### src/rtl/cdb_reservation_station.sv
// ---------------------------------------------------------------------------
// cdb_reservation_station
//   Consumer end of the common data bus. Holds up to four issued instructions,
//   snoops the 16-bit cdb word for pending operands, dispatches ready entries
//   to a single ULA and frees an entry when its own result is broadcast.
//
//   Optional build macro: RS_OLDEST_FIRST_EN
//     defined   : per-entry 2-bit age, dispatch picks the oldest ready entry
//                 (ties to lowest index)
//     undefined : no age storage, lowest ready index wins
//
// Ports
//   clock, reset            posedge clock, synchronous active-high reset
//   issue_valid/ready       issue handshake; ready while a slot is free
//   issue_op/dest           opcode, one-hot destination {R0,R1,R2}
//   issue_vj/qj, vk/qk      operand values and tags {pending, ula_id, slot}
//   issue_slot              slot taken by an accepted issue (combinational)
//   cdb                     bus word {dest[2:0], slot[1:0], ula_id, data[9:0]}
//   exec_valid/ready        dispatch handshake to the ULA
//   exec_op/a/b/dest/slot   selected entry contents (0 when nothing ready)
//   busy_count              occupied entries, 0..4
// ---------------------------------------------------------------------------

// One reservation-station slot: operand capture, issue bypass, dispatch and
// retire flags.
module cdb_rs_entry #(
   parameter int OP_W = 3
) (
   input  logic            clock,
   input  logic            reset,
   input  logic            load,
   input  logic [OP_W-1:0] load_op,
   input  logic [2:0]      load_dest,
   input  logic [9:0]      load_vj,
   input  logic [3:0]      load_qj,
   input  logic [9:0]      load_vk,
   input  logic [3:0]      load_qk,
   input  logic            cdb_new,
   input  logic [2:0]      bc_tag,
   input  logic [9:0]      bc_data,
   input  logic            dispatch,
   input  logic            retire,
   output logic            busy,
   output logic            dispatched,
   output logic [OP_W-1:0] op,
   output logic [2:0]      dest,
   output logic [9:0]      vj,
   output logic [9:0]      vk,
   output logic            j_pend,
   output logic            k_pend
);

   logic [2:0] j_tag, k_tag;
   logic       j_hit, k_hit, load_j_hit, load_k_hit;

   assign j_hit      = cdb_new && busy && j_pend && (j_tag == bc_tag);
   assign k_hit      = cdb_new && busy && k_pend && (k_tag == bc_tag);
   // A tag arriving on the bus in the very cycle it is issued is taken as data.
   assign load_j_hit = cdb_new && load_qj[3] && (load_qj[2:0] == bc_tag);
   assign load_k_hit = cdb_new && load_qk[3] && (load_qk[2:0] == bc_tag);

   always_ff @(posedge clock) begin
      if (reset) begin
         busy       <= 1'b0;
         dispatched <= 1'b0;
         op         <= '0;
         dest       <= '0;
         vj         <= '0;
         vk         <= '0;
         j_pend     <= 1'b0;
         k_pend     <= 1'b0;
         j_tag      <= '0;
         k_tag      <= '0;
      end else if (load) begin
         // load only targets a free slot, so it never overlaps the busy paths
         busy       <= 1'b1;
         dispatched <= 1'b0;
         op         <= load_op;
         dest       <= load_dest;
         j_tag      <= load_qj[2:0];
         k_tag      <= load_qk[2:0];
         vj         <= load_j_hit ? bc_data : load_vj;
         j_pend     <= load_qj[3] && !load_j_hit;
         vk         <= load_k_hit ? bc_data : load_vk;
         k_pend     <= load_qk[3] && !load_k_hit;
      end else begin
         if (retire) begin
            busy       <= 1'b0;
            dispatched <= 1'b0;
         end
         if (dispatch) dispatched <= 1'b1;
         if (j_hit) begin
            vj     <= bc_data;
            j_pend <= 1'b0;
         end
         if (k_hit) begin
            vk     <= bc_data;
            k_pend <= 1'b0;
         end
      end
   end

endmodule

module cdb_reservation_station #(
   parameter logic ULA_ID = 1'b1,
   parameter int   OP_W   = 3
) (
   input  logic            clock,
   input  logic            reset,
   input  logic            issue_valid,
   output logic            issue_ready,
   input  logic [OP_W-1:0] issue_op,
   input  logic [2:0]      issue_dest,
   input  logic [9:0]      issue_vj,
   input  logic [3:0]      issue_qj,
   input  logic [9:0]      issue_vk,
   input  logic [3:0]      issue_qk,
   output logic [1:0]      issue_slot,
   input  logic [15:0]     cdb,
   output logic            exec_valid,
   input  logic            exec_ready,
   output logic [OP_W-1:0] exec_op,
   output logic [9:0]      exec_a,
   output logic [9:0]      exec_b,
   output logic [2:0]      exec_dest,
   output logic [1:0]      exec_slot,
   output logic [2:0]      busy_count
);

   localparam int NUM_ENT = 4;

   logic [NUM_ENT-1:0]           busy, dispatched, j_pend, k_pend;
   logic [NUM_ENT-1:0]           ready, load, dispatch, retire;
   logic [NUM_ENT-1:0][OP_W-1:0] e_op;
   logic [NUM_ENT-1:0][2:0]      e_dest;
   logic [NUM_ENT-1:0][9:0]      e_vj, e_vk;

   logic [15:0] cdb_last;
   logic        cdb_new;
   logic [2:0]  bc_tag;
   logic        issue_fire, exec_fire, any_ready;
   logic [1:0]  sel;

   // The bus holds its last word; only a changed word with a destination
   // counts as a broadcast, so a held word is acted on once.
   always_ff @(posedge clock) begin
      if (reset) cdb_last <= '0;
      else       cdb_last <= cdb;
   end

   assign cdb_new = (cdb != cdb_last) && (cdb[15:13] != 3'b000);
   assign bc_tag  = {cdb[10], cdb[12:11]};

   // lowest free slot; issue decisions use the pre-free state of this cycle
   always_comb begin
      logic found;
      found      = 1'b0;
      issue_slot = '0;
      for (int i = 0; i < NUM_ENT; i++) begin
         if (!busy[i] && !found) begin
            issue_slot = 2'(i);
            found      = 1'b1;
         end
      end
   end

   assign issue_ready = ~&busy;
   assign issue_fire  = issue_valid && issue_ready;

   always_comb begin
      for (int i = 0; i < NUM_ENT; i++)
         ready[i] = busy[i] && !dispatched[i] && !j_pend[i] && !k_pend[i];
   end

   assign any_ready = |ready;

`ifdef RS_OLDEST_FIRST_EN
   logic [NUM_ENT-1:0][1:0] age;
   logic [1:0]              sel_age;

   // strict '>' keeps the lower index on equal age
   always_comb begin
      logic found;
      found   = 1'b0;
      sel     = '0;
      sel_age = '0;
      for (int i = 0; i < NUM_ENT; i++) begin
         if (ready[i] && (!found || age[i] > sel_age)) begin
            sel     = 2'(i);
            sel_age = age[i];
            found   = 1'b1;
         end
      end
   end

   always_ff @(posedge clock) begin
      if (reset) begin
         age <= '0;
      end else if (issue_fire) begin
         for (int i = 0; i < NUM_ENT; i++) begin
            if (2'(i) == issue_slot)            age[i] <= 2'd0;
            else if (busy[i] && age[i] != 2'd3) age[i] <= age[i] + 2'd1;
         end
      end
   end
`else
   always_comb begin
      logic found;
      found = 1'b0;
      sel   = '0;
      for (int i = 0; i < NUM_ENT; i++) begin
         if (ready[i] && !found) begin
            sel   = 2'(i);
            found = 1'b1;
         end
      end
   end
`endif

   assign exec_valid = any_ready;
   assign exec_fire  = any_ready && exec_ready;
   assign exec_op    = any_ready ? e_op[sel]   : '0;
   assign exec_a     = any_ready ? e_vj[sel]   : '0;
   assign exec_b     = any_ready ? e_vk[sel]   : '0;
   assign exec_dest  = any_ready ? e_dest[sel] : '0;
   assign exec_slot  = any_ready ? sel         : '0;

   always_comb begin
      for (int i = 0; i < NUM_ENT; i++) begin
         load[i]     = issue_fire && (issue_slot == 2'(i));
         dispatch[i] = exec_fire && (sel == 2'(i));
         // only our ULA's result for an in-flight entry frees the slot
         retire[i]   = cdb_new && (cdb[10] == ULA_ID) && (cdb[12:11] == 2'(i))
                       && busy[i] && dispatched[i];
      end
   end

   always_comb begin
      busy_count = '0;
      for (int i = 0; i < NUM_ENT; i++)
         busy_count = busy_count + {2'b00, busy[i]};
   end

   for (genvar g = 0; g < NUM_ENT; g++) begin : g_ent
      cdb_rs_entry #(.OP_W(OP_W)) u_ent (
         .clock      (clock),
         .reset      (reset),
         .load       (load[g]),
         .load_op    (issue_op),
         .load_dest  (issue_dest),
         .load_vj    (issue_vj),
         .load_qj    (issue_qj),
         .load_vk    (issue_vk),
         .load_qk    (issue_qk),
         .cdb_new    (cdb_new),
         .bc_tag     (bc_tag),
         .bc_data    (cdb[9:0]),
         .dispatch   (dispatch[g]),
         .retire     (retire[g]),
         .busy       (busy[g]),
         .dispatched (dispatched[g]),
         .op         (e_op[g]),
         .dest       (e_dest[g]),
         .vj         (e_vj[g]),
         .vk         (e_vk[g]),
         .j_pend     (j_pend[g]),
         .k_pend     (k_pend[g])
      );
   end

endmodule

### config.mk
export PLATFORM = sky130hd
export DESIGN_NAME = cdb_reservation_station
export DESIGN_NICKNAME = d
export VERILOG_FILES = /design/src/rtl/cdb_reservation_station.sv
export SDC_FILE = /design/constraint.sdc
export NUM_CORES = 1
export LEC_CHECK = 0
export CORE_ASPECT_RATIO = 0.8
export CORE_MARGIN = 2
export CORE_UTILIZATION = 45
export DETAILED_ROUTE_END_ITERATION = 10
export GPL_TIMING_DRIVEN = 1
export PLACE_DENSITY_LB_ADDON = 0.12
export SETUP_SLACK_MARGIN = 0.05
export SLEW_MARGIN = 25
export SYNTH_ARGS = -nofsm -noshare
export SYNTH_HDL_FRONTEND = slang
export SYNTH_SLANG_ARGS = --single-unit
### constraint.sdc
create_clock -name clock -period 2.3 [get_ports clock]
set_input_delay 0.69 -clock clock [delete_from_list [all_inputs] [get_ports clock]]
set_output_delay 0.69 -clock clock [all_outputs]
set_load 0.02 [all_outputs]
==> metrics.md <==
| Metric | Value |
|---|---|
| Dpl hpwl | `~22 mm` |
| Layout cells sized above 1 | `0.299` |
| Failing checks | `setup timing` |
| Root buf cell | `clkbuf_16` |
| DIE AREA | `approximately 20000 sq um` |
| Longest Clk Path Bufs | `2` |
| Synthesized Nets | `1097` |
| Slew margin rel. | `0.611` |
| 1st-iter DRT viols | `1249` |
| Critical Path AT | `2.17 ns` |
| Top cell type by total area after synthesis | `dfxtp_1` |
| Clock Latency Late Sink | `between 0.4 and 0.5 ns` |
| ANT nets after route | `0` |
| RSZ-0062 raised after global routing | `yes` |
| Post-synth EDFFs | `0` |
| Final setup margin | `-0.560 ns` |
| Fin nets | `1248` |
| HP Class | `reg2reg` |
| # rows | `45` |
| Post-synth top flop | `dfxtp_1` |
| PortBufs | `88` |
| Io pins | `89` |
| Crit path time final | `2.86 ns` |
| Gr usage total | `0.350` |
| Syn Area/Cell | `8.29 sq um` |
| Clk sink count | `160` |
| 1st-pass router iterations | `7` |
| Final WL | `35.3 mm` |
| Final core utilization | `0.661` |
| Vias | `between 9000 and 10000` |
| Top cell type's share of synthesized area | `0.373` |
| Max Cap Viol | `0` |
| Clock transition at path regs | `0.06 ns` |
| Total core area | `about 19000 sq um` |
| Synth cell types | `50` |
| Pwr Density | `575 nW/um^2` |
| Crit-path max FO | `7` |
| Clock Skew | `between 0.008 and 0.009 ns` |
| Post-synthesis cell area | `8590 sq um` |
| Worst reg-to-reg setup slack | `roughly 0.13 ns` |
| Pleak | `4.27 nW` |
| Die width | `158 um` |
| Worst slew pin tran | `0.584 ns` |
| YS warnings | `0` |
| F_max | `350 MHz` |
| Final Hold Vio Count | `0` |
| H-tree lvl count | `4` |
| Inserted Diodes | `0` |
| Final Max Tran Viols | `0` |
| Period Utilization, post-route | `1.24` |
| RD Place Congestion | `0.851` |
| Sum Neg Setup Slack | `-14.18 ns` |
| Most numerous cell in the Yosys netlist | `o211ai_1` |
| DRC errors left | `0` |
| Sequential-to-total area share from yosys stat | `0.373` |
| Vias in the first global route | `9013` |
| Worst EP required | `1.61 ns` |
| Die H | `128 um` |
| WS Path Type | `reg2out` |
| Synth async-reset ratio | `0` |
| Largest net degree at the start of global routing | `45` |
| Post-Syn Instances | `1036` |
| CTS tree | `built` |
| Drt wl/cell | `24.2 um` |
| Peak VDD IR | `468 uV` |
| Critical Path End Type | `output pin` |
| Startpoint Class | `flip-flop` |
| Status | `finished, violations left` |
| Initial core utilization | `0.455` |
| Global-route wire length before repair | `53.8 mm` |
| Yosys reg bits | `160` |
| Top cells by area, synth | `dfxtp_1, o211ai_1, nand4_1, a31oi_1, nand2_1` |
| Top cells by count, synth | `o211ai_1, dfxtp_1, nand2_1` |
| Initial antenna violation count | `0` |
| Vias/cell | `6.63` |
| TritonCTS Buffers | `17` |
| Overflow after GRT | `0` |
| Synth-to-layout area growth | `45.1%` |
| Final Setup Violations | `31` |
## registers in the layout, indices dropped and copies added (netlist names), 12 cells and up
register           cells
cdb_last              16
g_ent.u_ent.dest      12
g_ent.u_ent.j_tag     12
g_ent.u_ent.k_tag     12
g_ent.u_ent.op        12
g_ent.u_ent.vj        40
g_ent.u_ent.vk        40
## report_power, final
group          total, mW  switching, mW  internal (mW)
Sequential          2.94         0.0671           2.87
Clock               3.05           1.29           1.76
Combinational       1.18          0.666          0.511
## layer usage
metal / vias up / GRT usage / wire [um]
li1: 4303 / - / -
met1: 4681 / 0.521 / 15600
met2: 627 / 0.496 / 15000
met3: 54 / 0.0923 / 4040
met4: 0 / 0.0927 / 646
met5: - / 0 / 0
## logic make-up (layout without fill, tap and decap cells)
kind of cell / after synthesis / after routing / share of synthesized area
buf+inv: 140 / 304 / 0.0699
flops: 160 / 160 / 0.373
compound gates: 411 / 411 / 0.324
simple gates: 266 / 266 / 0.165
fa+ha+maj: 7 / 7 / 0.0111
mux: 6 / 6 / 0.00962
xor+xnor: 46 / 46 / 0.0469
## cell usage in the layout, fill, tap and decap left out, types with 4 or more instances in the layout
cell             count
nand3_1              5
nand2b_1             7
or4_1                4
dlygate4sd2_1        5
nand4_1             83
o31ai_1              4
buf_4              119
nand2_1            108
a31oi_1             80
dfxtp_2              8
nor2b_1             18
a21oi_1             59
xnor2_1              6
buf_12              46
a22oi_1             19
a22oi_2             33
buf_6               38
nor4_2               4
buf_16               4
o21ai_2             22
o21ai_1              5
nand4b_1             5
bufbuf_16            5
xor2_1              38
mux2i_2              4
clkbuf_2             7
dfxtp_1            152
clkdlybuf4s50_1     36
o211ai_1           176
clkbuf_16           18
## what timing repair did
action / in CTS / in global routing
hold buffers: 0 / 0
hold endpoints to repair: 0 / 0
gates resized for setup: 267 / 64
pin swaps: 17 / 21
buffers inserted: 21 / 8
cloned: 9 / 1
setup endpoints to repair: 129 / 120
## path summary, 6_finish.rpt
path	start	endpoint	cells past startpoint
worst max-delay path	g_ent[2].u_ent.dispatched$_SDFFE_PP0P_	exec_b[6]	6
worst max register to register	g_ent[1].u_ent.busy$_SDFFE_PP0P_	g_ent[3].u_ent.vk[9]$_SDFFE_PP0P_	10
worst min-delay path	g_ent[2].u_ent.op[2]$_SDFFE_PP0N_	g_ent[2].u_ent.op[2]$_SDFFE_PP0N_	2
worst min register to register	g_ent[2].u_ent.op[2]$_SDFFE_PP0N_	g_ent[2].u_ent.op[2]$_SDFFE_PP0N_	2
## cell type report
type                       count  area, sq um
sequential                   160         3210
timing repair buffer         266         3020
clock buffer                  18          439
clock inverter                14          180
tap                          258          323
fill                        1511         6400
inverter                       6         25.0
multi-input combinational    736         5270
## critical path, cell delays in order, from the launching register on
cell and delay [ns]:
dfxtp_2 0.32, or4b_4 0.56, and3_4 0.25, buf_12 0.16
a22oi_2 0.18, o21ai_2 0.12, buf_6 0.15
## through the flow
| stage | power (mW) | area, sq um | instances | worst slack, ns | hold slack, ns |
|---|---|---|---|---|---|
| after floorplan | 3.50 | 8810 | 1036 | -0.0430 | 0.436 |
| after global placement | 4.02 | 11000 | 1393 | -0.553 | 0.442 |
| after detailed placement | 4.03 | 11000 | 1393 | -0.582 | 0.447 |
| after CTS | 7.12 | 12300 | 1452 | -0.527 | 0.456 |
| after global routing | 7.35 | 12500 | 1458 | -0.589 | 0.482 |
| final | 7.17 | 12500 | 1458 | -0.560 | 0.458 |
Power figures use the tool's default switching activity.
